## config.mk

```make
export PLATFORM = sky130hd
export DESIGN_NAME = mem_bus_arbiter_flat
export DESIGN_NICKNAME = d
export VERILOG_FILES = /design/src/rtl/mem_arb_pkg.sv /design/src/rtl/mem_bus_arbiter_if.sv /design/src/rtl/mem_arb_rr.sv /design/src/rtl/mem_bus_arbiter.sv /design/src/flat_wrapper.sv
export SDC_FILE = /design/constraint.sdc
export NUM_CORES = 1
export LEC_CHECK = 0
export ABC_CLOCK_PERIOD_IN_PS = 3200
export CAP_MARGIN = 10
export CORE_AREA = 8 8 224 226
export CTS_CLUSTER_SIZE = 28
export DETAILED_ROUTE_END_ITERATION = 12
export DIE_AREA = 0 0 232 234
export MAX_ROUTING_LAYER = met4
export PLACE_DENSITY_LB_ADDON = 0.12
export SLEW_MARGIN = 10
export SYNTH_ARGS = -nofsm -noshare
export SYNTH_HDL_FRONTEND = slang
export SYNTH_SLANG_ARGS = --single-unit
```

## constraint.sdc

```tcl
create_clock -name clk -period 3.2 [get_ports clk]
set_clock_uncertainty 0.1 [all_clocks]
set_input_delay 0.96 -clock clk [delete_from_list [all_inputs] [get_ports clk]]
set_output_delay 0.96 -clock clk [all_outputs]
set_load 0.1 [all_outputs]
```

## src/rtl/mem_arb_pkg.sv

```systemverilog
// rtl/mem_arb_pkg.sv - shared types, size encodings and alignment helper for the memory bus arbiter
package mem_arb_pkg;

    // Transaction phases of the single shared memory port
    typedef enum logic [1:0] {
        ST_IDLE  = 2'd0,
        ST_ISSUE = 2'd1,
        ST_WAIT  = 2'd2
    } arb_state_e;

    // Access size encodings (log2 of the byte count)
    localparam logic [1:0] SZ_B = 2'd0;
    localparam logic [1:0] SZ_H = 2'd1;
    localparam logic [1:0] SZ_W = 2'd2;
    localparam logic [1:0] SZ_D = 2'd3;

    // Cycles spent waiting for a downstream response before an error is forced
    localparam int DEF_TIMEOUT = 1024;

    // An access is misaligned when any address bit below its natural size is set
    function automatic logic is_misaligned(input logic [2:0] addr_lsb, input logic [1:0] size);
        logic mis;
        case (size)
            SZ_B:    mis = 1'b0;
            SZ_H:    mis = addr_lsb[0];
            SZ_W:    mis = |addr_lsb[1:0];
            SZ_D:    mis = |addr_lsb;
            default: mis = 1'b0;
        endcase
        return mis;
    endfunction

endpackage

```

## src/rtl/mem_bus_arbiter_if.sv

```systemverilog
// rtl/mem_bus_arbiter_if.sv - requester and downstream memory bus signals of the arbiter
interface mem_bus_arbiter_if;

    // Requester 0: I-cache refill path
    logic        m0_req_valid;
    logic        m0_req_ready;
    logic [63:0] m0_req_addr;
    logic        m0_req_we;
    logic [1:0]  m0_req_size;
    logic [63:0] m0_req_wdata;
    logic        m0_resp_valid;
    logic [63:0] m0_resp_rdata;
    logic        m0_resp_err;

    // Requester 1: D-cache / LSU path
    logic        m1_req_valid;
    logic        m1_req_ready;
    logic [63:0] m1_req_addr;
    logic        m1_req_we;
    logic [1:0]  m1_req_size;
    logic [63:0] m1_req_wdata;
    logic        m1_resp_valid;
    logic [63:0] m1_resp_rdata;
    logic        m1_resp_err;

    // Downstream data-memory port
    logic        mem_req_valid;
    logic        mem_req_ready;
    logic [63:0] mem_req_addr;
    logic        mem_req_we;
    logic [1:0]  mem_req_size;
    logic [63:0] mem_req_wdata;
    logic        mem_resp_valid;
    logic [63:0] mem_resp_rdata;

    // Arbiter side
    modport slave (
        input  m0_req_valid, m0_req_addr, m0_req_we, m0_req_size, m0_req_wdata,
        output m0_req_ready, m0_resp_valid, m0_resp_rdata, m0_resp_err,
        input  m1_req_valid, m1_req_addr, m1_req_we, m1_req_size, m1_req_wdata,
        output m1_req_ready, m1_resp_valid, m1_resp_rdata, m1_resp_err,
        output mem_req_valid, mem_req_addr, mem_req_we, mem_req_size, mem_req_wdata,
        input  mem_req_ready, mem_resp_valid, mem_resp_rdata
    );

    // Requesters plus memory model side
    modport master (
        output m0_req_valid, m0_req_addr, m0_req_we, m0_req_size, m0_req_wdata,
        input  m0_req_ready, m0_resp_valid, m0_resp_rdata, m0_resp_err,
        output m1_req_valid, m1_req_addr, m1_req_we, m1_req_size, m1_req_wdata,
        input  m1_req_ready, m1_resp_valid, m1_resp_rdata, m1_resp_err,
        input  mem_req_valid, mem_req_addr, mem_req_we, mem_req_size, mem_req_wdata,
        output mem_req_ready, mem_resp_valid, mem_resp_rdata
    );

endinterface

```

## src/rtl/mem_arb_rr.sv

```systemverilog
// rtl/mem_arb_rr.sv - two-way round-robin picker producing a one-hot grant
module mem_arb_rr (
    input  logic [1:0] i_valid,
    input  logic       i_last_grant,
    output logic [1:0] o_grant
);

    // A lone requester wins outright; on a tie the one not served last wins
    always_comb begin
        o_grant = i_valid;
        if (&i_valid) begin
            o_grant = i_last_grant ? 2'b01 : 2'b10;
        end
    end

endmodule

```

## src/rtl/mem_bus_arbiter.sv

```systemverilog
// rtl/mem_bus_arbiter.sv - round-robin arbiter sharing one 64-bit memory port between two requesters
module mem_bus_arbiter
    import mem_arb_pkg::*;
#(
    parameter int TIMEOUT = DEF_TIMEOUT
) (
    input  logic               clk,
    input  logic               rst,
    mem_bus_arbiter_if.slave   bus
);

    localparam logic [1:0] S_IDLE  = ST_IDLE;
    localparam logic [1:0] S_ISSUE = ST_ISSUE;
    localparam logic [1:0] S_WAIT  = ST_WAIT;

    localparam int              CNT_W   = (TIMEOUT > 2) ? $clog2(TIMEOUT) : 1;
    localparam logic [CNT_W-1:0] CNT_MAX = CNT_W'(TIMEOUT - 1);

    logic [1:0]       r_state;
    logic             r_last_grant;
    logic             r_owner;
    logic [63:0]      r_addr;
    logic             r_we;
    logic [1:0]       r_size;
    logic [63:0]      r_wdata;
    logic [CNT_W-1:0] r_cnt;
    logic             r_resp_valid;
    logic             r_resp_err;
    logic [63:0]      r_resp_rdata;

    logic [1:0]       w_valid;
    logic [1:0]       w_grant;
    logic [1:0]       w_ready;
    logic             w_accept;
    logic             w_misaligned;
    logic             w_issue_done;
    logic             w_timeout;
    logic [63:0]      w_sel_addr;
    logic             w_sel_we;
    logic [1:0]       w_sel_size;
    logic [63:0]      w_sel_wdata;

    assign w_valid = {bus.m1_req_valid, bus.m0_req_valid};

    mem_arb_rr u_rr (
        .i_valid      (w_valid),
        .i_last_grant (r_last_grant),
        .o_grant      (w_grant)
    );

    // Ready is offered only in IDLE and never while reset is held
    assign w_ready  = (r_state == S_IDLE && rst) ? w_grant : 2'b00;
    assign w_accept = |w_ready;

    // Route the winning requester's fields toward the request latch
    always_comb begin
        w_sel_addr  = bus.m0_req_addr;
        w_sel_we    = bus.m0_req_we;
        w_sel_size  = bus.m0_req_size;
        w_sel_wdata = bus.m0_req_wdata;
        if (w_grant[1]) begin
            w_sel_addr  = bus.m1_req_addr;
            w_sel_we    = bus.m1_req_we;
            w_sel_size  = bus.m1_req_size;
            w_sel_wdata = bus.m1_req_wdata;
        end
    end

    assign w_misaligned = is_misaligned(w_sel_addr[2:0], w_sel_size);
    assign w_issue_done = (r_state == S_ISSUE) && bus.mem_req_ready;
    assign w_timeout    = (r_state == S_WAIT) && (r_cnt == CNT_MAX);

    // Transaction phase: misaligned requests never leave IDLE
    always_ff @(posedge clk or negedge rst) begin
        if (!rst) begin
            r_state <= S_IDLE;
        end else begin
            case (r_state)
                S_IDLE: begin
                    if (w_accept && !w_misaligned) begin
                        r_state <= S_ISSUE;
                    end
                end
                S_ISSUE: begin
                    if (bus.mem_req_ready) begin
                        r_state <= S_WAIT;
                    end
                end
                S_WAIT: begin
                    if (bus.mem_resp_valid || w_timeout) begin
                        r_state <= S_IDLE;
                    end
                end
                default: r_state <= S_IDLE;
            endcase
        end
    end

    // Capture the accepted request and remember who owns it for fairness and routing
    always_ff @(posedge clk or negedge rst) begin
        if (!rst) begin
            r_last_grant <= 1'b1;
            r_owner      <= 1'b0;
            r_addr       <= '0;
            r_we         <= 1'b0;
            r_size       <= '0;
            r_wdata      <= '0;
        end else if (w_accept) begin
            r_last_grant <= w_grant[1];
            r_owner      <= w_grant[1];
            r_addr       <= w_sel_addr;
            r_we         <= w_sel_we;
            r_size       <= w_sel_size;
            r_wdata      <= w_sel_wdata;
        end
    end

    // WAIT-state cycle counter, restarted when the downstream accepts the request
    always_ff @(posedge clk or negedge rst) begin
        if (!rst) begin
            r_cnt <= '0;
        end else if (w_issue_done) begin
            r_cnt <= '0;
        end else if (r_state == S_WAIT && !w_timeout) begin
            r_cnt <= r_cnt + 1'b1;
        end
    end

    // One-cycle response pulse; a real response beats a coincident timeout
    always_ff @(posedge clk or negedge rst) begin
        if (!rst) begin
            r_resp_valid <= 1'b0;
            r_resp_err   <= 1'b0;
            r_resp_rdata <= '0;
        end else begin
            r_resp_valid <= 1'b0;
            r_resp_err   <= 1'b0;
            r_resp_rdata <= '0;
            if (w_accept && w_misaligned) begin
                r_resp_valid <= 1'b1;
                r_resp_err   <= 1'b1;
            end else if (r_state == S_WAIT) begin
                if (bus.mem_resp_valid) begin
                    r_resp_valid <= 1'b1;
                    r_resp_rdata <= r_we ? 64'd0 : bus.mem_resp_rdata;
                end else if (w_timeout) begin
                    r_resp_valid <= 1'b1;
                    r_resp_err   <= 1'b1;
                end
            end
        end
    end

    assign bus.m0_req_ready   = w_ready[0];
    assign bus.m1_req_ready   = w_ready[1];

    assign bus.m0_resp_valid  = r_resp_valid & ~r_owner;
    assign bus.m0_resp_err    = r_resp_err & ~r_owner;
    assign bus.m0_resp_rdata  = r_owner ? 64'd0 : r_resp_rdata;
    assign bus.m1_resp_valid  = r_resp_valid & r_owner;
    assign bus.m1_resp_err    = r_resp_err & r_owner;
    assign bus.m1_resp_rdata  = r_owner ? r_resp_rdata : 64'd0;

    assign bus.mem_req_valid  = (r_state == S_ISSUE);
    assign bus.mem_req_addr   = r_addr;
    assign bus.mem_req_we     = r_we;
    assign bus.mem_req_size   = r_size;
    assign bus.mem_req_wdata  = r_wdata;

endmodule

```

## src/flat_wrapper.sv

```systemverilog
// flat-port wrapper written by rule: the top's interface ports become plain ports
module mem_bus_arbiter_flat import mem_arb_pkg::*;
#(
    parameter int TIMEOUT = DEF_TIMEOUT
)
  (clk, rst, bus_m0_req_valid, bus_m0_req_addr, bus_m0_req_we, bus_m0_req_size, bus_m0_req_wdata, bus_m0_req_ready, bus_m0_resp_valid, bus_m0_resp_rdata, bus_m0_resp_err, bus_m1_req_valid, bus_m1_req_addr, bus_m1_req_we, bus_m1_req_size, bus_m1_req_wdata, bus_m1_req_ready, bus_m1_resp_valid, bus_m1_resp_rdata, bus_m1_resp_err, bus_mem_req_valid, bus_mem_req_addr, bus_mem_req_we, bus_mem_req_size, bus_mem_req_wdata, bus_mem_req_ready, bus_mem_resp_valid, bus_mem_resp_rdata);
  mem_bus_arbiter_if bus_i ();
  input  logic clk;
  input  logic rst;
  input wire logic [$bits(bus_i.m0_req_valid)-1:0] bus_m0_req_valid;
  input wire logic [$bits(bus_i.m0_req_addr)-1:0] bus_m0_req_addr;
  input wire logic [$bits(bus_i.m0_req_we)-1:0] bus_m0_req_we;
  input wire logic [$bits(bus_i.m0_req_size)-1:0] bus_m0_req_size;
  input wire logic [$bits(bus_i.m0_req_wdata)-1:0] bus_m0_req_wdata;
  output wire logic [$bits(bus_i.m0_req_ready)-1:0] bus_m0_req_ready;
  output wire logic [$bits(bus_i.m0_resp_valid)-1:0] bus_m0_resp_valid;
  output wire logic [$bits(bus_i.m0_resp_rdata)-1:0] bus_m0_resp_rdata;
  output wire logic [$bits(bus_i.m0_resp_err)-1:0] bus_m0_resp_err;
  input wire logic [$bits(bus_i.m1_req_valid)-1:0] bus_m1_req_valid;
  input wire logic [$bits(bus_i.m1_req_addr)-1:0] bus_m1_req_addr;
  input wire logic [$bits(bus_i.m1_req_we)-1:0] bus_m1_req_we;
  input wire logic [$bits(bus_i.m1_req_size)-1:0] bus_m1_req_size;
  input wire logic [$bits(bus_i.m1_req_wdata)-1:0] bus_m1_req_wdata;
  output wire logic [$bits(bus_i.m1_req_ready)-1:0] bus_m1_req_ready;
  output wire logic [$bits(bus_i.m1_resp_valid)-1:0] bus_m1_resp_valid;
  output wire logic [$bits(bus_i.m1_resp_rdata)-1:0] bus_m1_resp_rdata;
  output wire logic [$bits(bus_i.m1_resp_err)-1:0] bus_m1_resp_err;
  output wire logic [$bits(bus_i.mem_req_valid)-1:0] bus_mem_req_valid;
  output wire logic [$bits(bus_i.mem_req_addr)-1:0] bus_mem_req_addr;
  output wire logic [$bits(bus_i.mem_req_we)-1:0] bus_mem_req_we;
  output wire logic [$bits(bus_i.mem_req_size)-1:0] bus_mem_req_size;
  output wire logic [$bits(bus_i.mem_req_wdata)-1:0] bus_mem_req_wdata;
  input wire logic [$bits(bus_i.mem_req_ready)-1:0] bus_mem_req_ready;
  input wire logic [$bits(bus_i.mem_resp_valid)-1:0] bus_mem_resp_valid;
  input wire logic [$bits(bus_i.mem_resp_rdata)-1:0] bus_mem_resp_rdata;
  assign bus_i.m0_req_valid = bus_m0_req_valid;
  assign bus_i.m0_req_addr = bus_m0_req_addr;
  assign bus_i.m0_req_we = bus_m0_req_we;
  assign bus_i.m0_req_size = bus_m0_req_size;
  assign bus_i.m0_req_wdata = bus_m0_req_wdata;
  assign bus_m0_req_ready = bus_i.m0_req_ready;
  assign bus_m0_resp_valid = bus_i.m0_resp_valid;
  assign bus_m0_resp_rdata = bus_i.m0_resp_rdata;
  assign bus_m0_resp_err = bus_i.m0_resp_err;
  assign bus_i.m1_req_valid = bus_m1_req_valid;
  assign bus_i.m1_req_addr = bus_m1_req_addr;
  assign bus_i.m1_req_we = bus_m1_req_we;
  assign bus_i.m1_req_size = bus_m1_req_size;
  assign bus_i.m1_req_wdata = bus_m1_req_wdata;
  assign bus_m1_req_ready = bus_i.m1_req_ready;
  assign bus_m1_resp_valid = bus_i.m1_resp_valid;
  assign bus_m1_resp_rdata = bus_i.m1_resp_rdata;
  assign bus_m1_resp_err = bus_i.m1_resp_err;
  assign bus_mem_req_valid = bus_i.mem_req_valid;
  assign bus_mem_req_addr = bus_i.mem_req_addr;
  assign bus_mem_req_we = bus_i.mem_req_we;
  assign bus_mem_req_size = bus_i.mem_req_size;
  assign bus_mem_req_wdata = bus_i.mem_req_wdata;
  assign bus_i.mem_req_ready = bus_mem_req_ready;
  assign bus_i.mem_resp_valid = bus_mem_resp_valid;
  assign bus_i.mem_resp_rdata = bus_mem_resp_rdata;
  mem_bus_arbiter #(.TIMEOUT(TIMEOUT)) u_core (.clk(clk), .rst(rst), .bus(bus_i));
endmodule
```

## Yosys cells after proc, flatten, opt, wreduce, memory -nomap -nowiden

Cells that the tools add are included.

| storage, ports and cells | value |
|---|---|
| register bits | 211 |
| bits of input ports | 332 |
| output and inout port bits | 266 |
| logic and storage cells | 70 |

| cells by class | value |
|---|---|
| add/subtract/negate cells | 1 |
| eq/ne operators | 9 |
| multiplexer cells | 27 |
| bitwise operators | 5 |
| reductions and logical operators | 17 |

Operators by type and width:

| cell | number |
|---|---|
| 2-to-1 mux 64 bit | 8 |
| 2-to-1 mux 10 bit | 2 |
| 2-to-1 mux 2 bit | 7 |
| adder 10 x 1 -> 10 bit (second input constant) | 1 |
| == test 10 bit (second input constant) | 1 |
| 2-to-1 mux 1 bit | 8 |
| == test 2 bit (second input constant) | 3 |
| logical AND 1 bit | 6 |
| case mux 2 bit (3 select lines) | 1 |
| AND 1 bit | 4 |
| == test 2 x 1 -> 1 bit (second input constant) | 2 |
| zero test 2 bit | 2 |
| != test 2 bit (second input constant) | 2 |
| case mux 1 bit (4 select lines) | 1 |
| OR reduction 2 bit | 2 |
| AND reduction 3 bit | 1 |
| OR reduction 3 bit | 1 |
| zero test 1 bit | 2 |
| != test 2 x 1 -> 1 bit (second input constant) | 1 |
| AND reduction 2 bit | 1 |
| nonzero test 2 bit | 1 |
| logical OR 1 bit | 1 |
| NOT 1 bit | 1 |

## Logic depth before layout (Yosys ltp)

Gate-level depths: netlist of run 1.

| logic depth | value |
|---|---|
| depth in word-level cells | 9 |
| gate-level depth with buffers | 6 |
| depth with buffers taken out | 5 |

## Modules after synthesis

From an unflattened synthesis of run 1, not the netlist that was laid out.

| second synthesis, totals | value |
|---|---|
| cell total of the unflattened synthesis | 944 |
| area total of the unflattened synthesis | 9711.8 um^2 |

Modules (own cells, without submodules):

| module | instances | cells each | area each (um^2) | sequential area each (um^2) |
|---|---|---|---|---|
| mem_bus_arbiter | 1 | 941 | 9693.0 | 5281.3 |
| mem_arb_rr | 1 | 3 | 18.8 | 0.0 |

## Worst setup path before layout of run 1

Ideal clock, no wire load.

| path | value |
|---|---|
| path type | input to output |
| start | input port rst |
| end | output port bus_m0_req_ready |
| data arrival time | 2.763 ns |
| required time | 2.140 ns |
| slack | -0.623 ns |
| stages | 3 |
| buffers on the path | 0 |
| cells stage by stage | nor3b_2 > nand2_1 > a21oi_1 |

| on the way | value |
|---|---|
| word-level cells in the longest chain between the ends | 2 |

RTL lines:

| what | RTL line | RTL |
|---|---|---|
| start: declaration | flat_wrapper.sv:9 | `input logic rst;` |
| logical AND 1 bit | mem_bus_arbiter.sv:52 | `assign w_ready = (r_state == S_IDLE && rst) ? w_grant : 2'b00;` |
| 2-to-1 mux 2 bit | mem_bus_arbiter.sv:52 |  |
| end: declaration | flat_wrapper.sv:15 | `output wire logic [$bits(bus_i.m0_req_ready)-1:0] bus_m0_req_ready;` |

Every way passes these cells.

## Worst setup path in the final report of run 1

| path | value |
|---|---|
| start | input port bus_m1_req_valid |
| end | output port bus_m1_req_ready |

| on the way | value |
|---|---|
| word-level cells in the longest chain between the ends | 3 |

RTL lines:

| what | RTL line | RTL |
|---|---|---|
| start: declaration | flat_wrapper.sv:19 | `input wire logic [$bits(bus_i.m1_req_valid)-1:0] bus_m1_req_valid;` |
| AND reduction 2 bit | mem_arb_rr.sv:11 | `if (&i_valid) begin` |
| 2-to-1 mux 2 bit * | mem_arb_rr.sv:11 |  |
| 2-to-1 mux 2 bit * | mem_bus_arbiter.sv:52 |  |
| end: declaration | flat_wrapper.sv:24 | `output wire logic [$bits(bus_i.m1_req_ready)-1:0] bus_m1_req_ready;` |

Mark *: on every way between the ends. The rest lies on a longest branch, timed or not.

==> run metrics, run 1 <==
total power divided by cell area=924 nW/um^2; Util after Layout=39.5%; worst hold slack=0.379 ns; initial antenna violation count=6; status=finished, final reports clean; share of cells above drive strength 1=21.3%; Via Count=9,693; clock sinks=211; Leakage=7.97 nW; Initial Util=20.6%; Critical Path Start Type=input pin; reg2reg path depth=5; CP max stage cell=clkdlybuf4s50_1; fin crit share=97.7%; Rows=80; Worst R2R End=u_core.bus.mem_req_wdata[17]$_DFFE_PN0P_; fin. max-slew vios=0; Final ANT Viol Nets=0; MaxCap Viol Count=0; CTS Buffer Depth=3; Avg Inst Size Synth=8.89 um^2; Worst path max stage delay=0.53 ns; cell area after synthesis=9640 um^2; Overflow after GRT=0; number of hold buffers added after cts=0; Worst path depth=4; syn nets=1,418; critical path class=in -> out; worst reg2reg startpoint=u_core.r_last_grant$_DFFE_PN1P_; 1st-iter DRT viols=405; Die W=232 um; net switching power=0.00934 W; CTS tree=done; Critical Path Fanout Max=2; top cell type's share of synthesized area=54.5%; PortBufs=597; Peak VDD IR=0.876 mV; Worst Hold Class=in -> async; H-Tree Depth=1; Final min period=3.13 ns; first-pass GRT wire length=67,700 um; Worst R2R Setup Slack=1.21 ns; post-detailed-placement half-perimeter wirelength=37,500 um; dpl cell area=17,500 um^2; CP Launch Point=bus_m1_req_valid; Area Overhead vs Synth=92.0%; worst-margin pin slew=0.797 ns; largest net degree at the start of global routing=121; critical path cell sequence=clkdlybuf4s50_1, a21boi_4, and2_2, buf_12; post-route setup slack=0.0733 ns; number of global-route vias before repair=9,951; Nets=1,999; Total Routing Usage GR=17.1%; Int Pwr=0.00776 W; final wirelength=47,600 um; Clk pwr share=19.7%; share of power burned in registers=23.5%; Critical Path RT=2.14 ns; vias per std cell=4.20; Sw Share=54.6%; critical path arrival=2.07 ns; CP Capture Point=bus_m1_req_ready; area leader, netlist=dfrtp_1; Post-Layout Inst Area=18,500 um^2; drt first pass iters=4; IO Pins=598; clock latency on the worst-skew pair=0.55 ns; unrepaired setup endpoints after global routing=false; Synth cell types=36; final setup TNS=0 ns; Gate power share=56.8%; register area share after synthesis=54.8%; Final Setup Violations=0; Die H=234 um; total CTS buffers=28; pre-CTS setup slack=-0.0197 ns; Cells after Synth=1,085; Rel. slew slack=46.8%; clk root buf=clkbuf_16; Peak Freq=320 MHz; routability cong.=0.818; Core Region=46,800 um^2; #FFs+latches synth=211; DR WL/cell=20.6 um; CP bufs+invs=2; Synth area leaders=dfrtp_1 55%, nand2_1 10%, and2_1 8.6%, a31oi_1 8.1%, nor2_1 5.2%; die area=54,300 um^2; Yosys warnings=0; crit-path leading delay family=buffers and inverters; clock-pin slew of the registers on the worst-case setup and hold paths=0.05 ns; Critical Path Sink Type=primary output; DRC Markers=0; final hold vios=0
## state kept, by name (all words and copies together) (netlist names)
signal,count
u_core.bus.mem_req_addr,64
u_core.bus.mem_req_wdata,64
u_core.r_resp_rdata,64
u_core.r_cnt,10
u_core.bus.mem_req_size,2
u_core.r_state,2
u_core.bus.mem_req_we,1
u_core.r_last_grant,1
u_core.r_owner,1
u_core.r_resp_err,1
u_core.r_resp_valid,1
## worst min-delay path by stage
| stage | from | end | slack [ns] | cells past startpoint |
|---|---|---|---|---|
| final | rst | u_core.r_resp_rdata[4]$_DFF_PN0_ | 0.38 | 2 |
| after CTS | rst | u_core.r_resp_rdata[11]$_DFF_PN0_ | 0.37 | 2 |
| after floorplan | u_core.r_cnt[6]$_DFFE_PN0P_ | u_core.r_cnt[6]$_DFFE_PN0P_ | 0.34 | 1 |
| after global routing | rst | u_core.r_resp_rdata[11]$_DFF_PN0_ | 0.40 | 2 |
| after detailed placement | u_core.r_cnt[6]$_DFFE_PN0P_ | u_core.r_cnt[6]$_DFFE_PN0P_ | 0.38 | 1 |
| after global placement | u_core.r_cnt[6]$_DFFE_PN0P_ | u_core.r_cnt[6]$_DFFE_PN0P_ | 0.37 | 1 |
## Yosys cell counts
cell	instances
a21oi_1	15
dfstp_2	1
nor3_1	5
a21boi_0	1
o211ai_1	2
o41ai_1	1
o2111a_1	1
or3_2	1
o21a_1	1
nand2b_4	1
inv_1	5
nor3b_2	2
and2_1	132
a31oi_1	125
buf_1	2
dfrtp_1	210
or2_4	1
clkbuf_1	40
buf_2	37
nand4_1	2
o31ai_1	2
ha_1	1
and2b_2	2
o21bai_1	1
nor2_1	134
nor2b_1	66
nand2_1	265
a22o_1	1
nand3_1	5
nor3b_1	1
mux2i_1	9
o21ai_0	8
and3_1	1
a21bo_2	1
or4_1	2
a211oi_1	1
## logic make-up (layout without fill, tap and decap cells)
logic type                 after synthesis  count (layout)  share of synthesized area (%)
and+or+nand+nor                        620             620                           30.1
DFF                                    211             211                           54.8
AOI/OAI and AO/OA                      160             160                           10.3
buffers and inverters                   84             687                           3.75
muxes                                    9               9                          0.934
adders and majority gates                1               1                          0.130
other                                    0               7                              0
## per-layer routing
| layer | routed length, um | global-route usage, % |
|---|---|---|
| met5 | 0 | - |
| met4 | 820 | 3.72 |
| met3 | 4950 | 6.92 |
| met2 | 22100 | 27.2 |
| met1 | 19700 | 20.2 |
## stage by stage
| step | power, W | std cells |
|---|---|---|
| global placement | 0.0138 | 2250 |
| finish | 0.0171 | 2310 |
| detailed placement | 0.0138 | 2250 |
| global route | 0.0179 | 2309 |
| floorplan | 0.0110 | 1085 |
| CTS | 0.0174 | 2303 |
## layout by cell type, fill, tap and decap left out, types with 6 or more instances in the layout
master / n
nor2_1: 134
clkbuf_16: 29
clkbuf_8: 9
clkbuf_1: 6
and2_1: 131
a31oi_1: 125
buf_12: 145
dfrtp_1: 209
a21oi_1: 14
clkdlybuf4s50_1: 330
nor2b_1: 66
mux2i_1: 9
diode_2: 7
buf_4: 153
o21ai_0: 8
nand2_1: 265
## power groups by stage
| stage | logic (W) | registers, W | clock network (W) |
|---|---|---|---|
| floorplan | 0.00182 | 0.00913 | 0 |
| global placement | 0.00973 | 0.00406 | 0 |
| detailed placement | 0.00974 | 0.00409 | 0 |
| CTS | 0.00983 | 0.00403 | 0.00351 |
| global route | 0.0101 | 0.00414 | 0.00361 |
| finish | 0.00972 | 0.00402 | 0.00337 |
## area by class of cell
cell class / instances / area [um^2]
Sequential cell: 211 / 5290
Multi-Input combinational cell: 790 / 4040
Tap cell: 615 / 769
Clock buffer: 44 / 872
Inverter: 5 / 18.8
Fill cell: 4694 / 28300
Clock inverter: 8 / 115
Antenna cell: 7 / 17.5
Timing Repair Buffer: 630 / 7400
## repair_timing
action,in CTS,in global routing
resized for setup,0,0
setup endpoints to repair,14,0
buffers inserted,1,0
Power figures use the tool's default switching activity.
==> inputs of run 2 (changes only) <==
--- a/config.mk
+++ b/config.mk
@@ -11,6 +11,7 @@
 export CTS_CLUSTER_SIZE = 28
 export DETAILED_ROUTE_END_ITERATION = 12
 export DIE_AREA = 0 0 232 234
+export HOLD_SLACK_MARGIN = 0.15
 export MAX_ROUTING_LAYER = met4
 export PLACE_DENSITY_LB_ADDON = 0.12
 export SLEW_MARGIN = 10
==> results of run 2 <==
No change in the layout: final DEF, timing and power equal those of run 1.
==> inputs of run 3 (changes only) <==
--- a/config.mk
+++ b/config.mk
@@ -13,8 +13,7 @@
 export DIE_AREA = 0 0 232 234
 export HOLD_SLACK_MARGIN = 0.15
 export MAX_ROUTING_LAYER = met4
-export PLACE_DENSITY_LB_ADDON = 0.12
-export SLEW_MARGIN = 10
+export SLEW_MARGIN = 20
 export SYNTH_ARGS = -nofsm -noshare
 export SYNTH_HDL_FRONTEND = slang
 export SYNTH_SLANG_ARGS = --single-unit
==> run metrics, run 3 (same netlist as run 1, synthesis figures left out) <==
clock sinks=211 (unchanged); fin crit share=96.8% (was 97.7%); CP bufs+invs=2 (unchanged); Via Count=9,773 (was 9,693); Leakage=7.89 nW (was 7.97 nW); crit-path leading delay family=buffers and inverters (unchanged); Critical Path Fanout Max=3 (was 2); die area=54,300 um^2 (unchanged); Worst path max stage delay=0.56 ns (was 0.53 ns); share of cells above drive strength 1=21.2% (was 21.3%); worst hold slack=0.392 ns (was 0.379 ns); IO Pins=598 (unchanged); commonest non-fill, non-tap cell in the layout=clkdlybuf4s50_1 (unchanged); share of power burned in registers=24.6% (was 23.5%); PortBufs=597 (unchanged); Final ANT Viol Nets=0 (unchanged); vias per std cell=4.24 (was 4.20); Clk pwr share=17.0% (was 19.7%); Area Overhead vs Synth=89.9% (was 92.0%); fin. max-slew vios=0 (unchanged); clk root buf=clkbuf_16 (unchanged); largest net degree at the start of global routing=105 (was 121); most frequent cells in the layout=330 x clkdlybuf4s50_1, 265 x nand2_1, 209 x dfrtp_1 (unchanged); worst reg2reg startpoint=u_core.r_state[1]$_DFFE_PN0P_ (was u_core.r_last_grant$_DFFE_PN1P_); critical path class=in -> out (unchanged); net switching power=0.00918 W (was 0.00934 W); Die H=234 um (unchanged); unrepaired setup endpoints after global routing=false (unchanged); area of the multi-input gates=4040 um^2 (unchanged); CTS tree=done (unchanged); H-Tree Depth=1 (unchanged); Nets=2,003 (was 1,999); min-delay src=u_core.r_cnt[6]$_DFFE_PN0P_; GRT met3 Usage=4.50% (was 6.92%); Final Non-Filler Cells=2,303 (was 2,310); Sw Share=55.7% (was 54.6%); routability cong.=0.850 (was 0.818); Overflow after GRT=0 (unchanged); initial antenna violation count=3 (was 6); storage element area=5290 um^2 (unchanged); number of global-route vias before repair=10,333 (was 9,951); Int Pwr=0.00730 W (was 0.00776 W); Placed Cells=2,258 (was 2,250); CP max stage cell=clkdlybuf4s50_1 (unchanged); Rows=80 (unchanged); total power divided by cell area=900 nW/um^2 (was 924 nW/um^2); critical path arrival=2.04 ns (was 2.07 ns); CP Launch Point=bus_m0_req_valid (was bus_m1_req_valid); clock latency on the worst-skew pair=0.53 ns (was 0.55 ns); MaxCap Viol Count=0 (unchanged); Total Power=0.0165 W (was 0.0171 W); post-detailed-placement half-perimeter wirelength=35,500 um (was 37,500 um); Final Setup Violations=0 (unchanged); 1st-iter DRT viols=365 (was 405); Peak VDD IR=0.847 mV (was 0.876 mV); total CTS buffers=25 (was 28); DR WL/cell=19.1 um (was 20.6 um); Peak Freq=323 MHz (was 320 MHz); clock-pin slew of the registers on the worst-case setup and hold paths=0.06 ns (was 0.05 ns); met1 GRT Util=17.6% (was 20.2%); Filler cells=4,701 (was 4,694); Critical Path Start Type=input pin (unchanged); CTS Buffer Depth=3 (unchanged); Rel. slew slack=46.2% (was 46.8%); first-pass GRT wire length=63,300 um (was 67,700 um); Worst Hold Class=reg -> reg (was in -> async); Gate power share=58.4% (was 56.8%); grt met2 use=26.2% (was 27.2%); Die W=232 um (unchanged); Initial Util=20.6% (unchanged); final wirelength=43,900 um (was 47,600 um); Util after Layout=39.1% (was 39.5%); critical path cell sequence=clkdlybuf4s50_1, nand2_1, a21oi_2, buf_12 (was clkdlybuf4s50_1, a21boi_4, and2_2, buf_12); worst-margin pin slew=0.808 ns (was 0.797 ns); Total Routing Usage GR=15.6% (was 17.1%); gr busiest metal=met2 (unchanged); final hold vios=0 (unchanged); drt first pass iters=4 (unchanged); DRC Markers=0 (unchanged); post-CTS setup buffer count=0 (was 1); Critical Path Sink Type=primary output (unchanged); Final min period=3.10 ns (was 3.13 ns); Critical Path RT=2.14 ns (about the same); status=finished, final reports clean (unchanged); Core Region=46,800 um^2 (unchanged)
==> run 3: changes by cell type in the layout (fill, tap and decap cells not counted), sizes merged <==
| cell | delta |
|---|---|
| clkbuf | -5 |
| bufinv | -2 |
| inv | +1 |
| clkinv | -3 |
| buf | +7 |
| diode | -5 |
==> run 3: worst register-to-register path, delay by kind of cell, from the launching register on <==
kind	cells	cell delay, ns
AOI/OAI and AO/OA	2	0.60
buffers and inverters	2	0.50
DFF	1	0.44
and+or+nand+nor	2	0.43
==> run 3: through the flow <==
step | TNS [ns] | cell area [um^2] | setup WS, ns
final | 0 | 18300 | 0.101
after global routing | 0 | 18300 | 0.0630
after CTS | 0 | 18300 | 0.0397
after detailed placement | -1.81 | 17500 | -0.0805
after global placement | -0.0429 | 17500 | -0.00997
after floorplan | -0.249 | 9650 | -0.0249
==> run 3: area by class of cell <==
| cell class | instances | area share, % |
|---|---|---|
| clock inverters | 4 | 0.267 |
| repair buffers | 637 | 40.4 |
| inverters | 5 | 0.103 |
| multi-input cells | 790 | 22.0 |
| clock buffers | 39 | 4.09 |
| well taps | 615 | 4.20 |
| flip-flops and latches | 211 | 28.9 |
| diodes | 2 | 0.0273 |
==> run 3: power by group through the flow <==
stage	combinational [W]	sequential [W]	clock (W)
after floorplan	0.00182	0.00913	0
after global placement	0.00967	0.00406	0
after detailed placement	0.00971	0.00410	0
after CTS	0.00971	0.00407	0.00290
after global routing	0.0100	0.00418	0.00300
final	0.00962	0.00406	0.00281
==> run 3: worst paths after layout <==
kind / end / slack (ns) / depth (start not counted)
max: bus_m0_req_ready / 0.10 / 4
min: u_core.r_cnt[6]$_DFFE_PN0P_ / 0.39 / 1
max reg2reg: u_core.bus.mem_req_wdata[50]$_DFFE_PN0P_ / 1.05 / 6
min reg2reg: u_core.r_cnt[6]$_DFFE_PN0P_ / 0.39 / 1
max in group asynchronous: u_core.r_owner$_DFFE_PN0P_ / 1.19 / 3
min in group asynchronous: u_core.r_resp_rdata[30]$_DFF_PN0_ / 0.50 / 2
==> run 3: routing by layer <==
metal  vias up  part of all wire, %
met5         -                    0
met4         0                  3.4
met3        61                  8.4
met2       458                   48
met1      4541                   40
li1       4713                    -
==> run 3: repair_timing <==
item,in CTS,in global routing
setup endpoints to repair,0,1
hold buffers,0,0
endpoints found under the hold margin,0,0
resized for setup,0,1
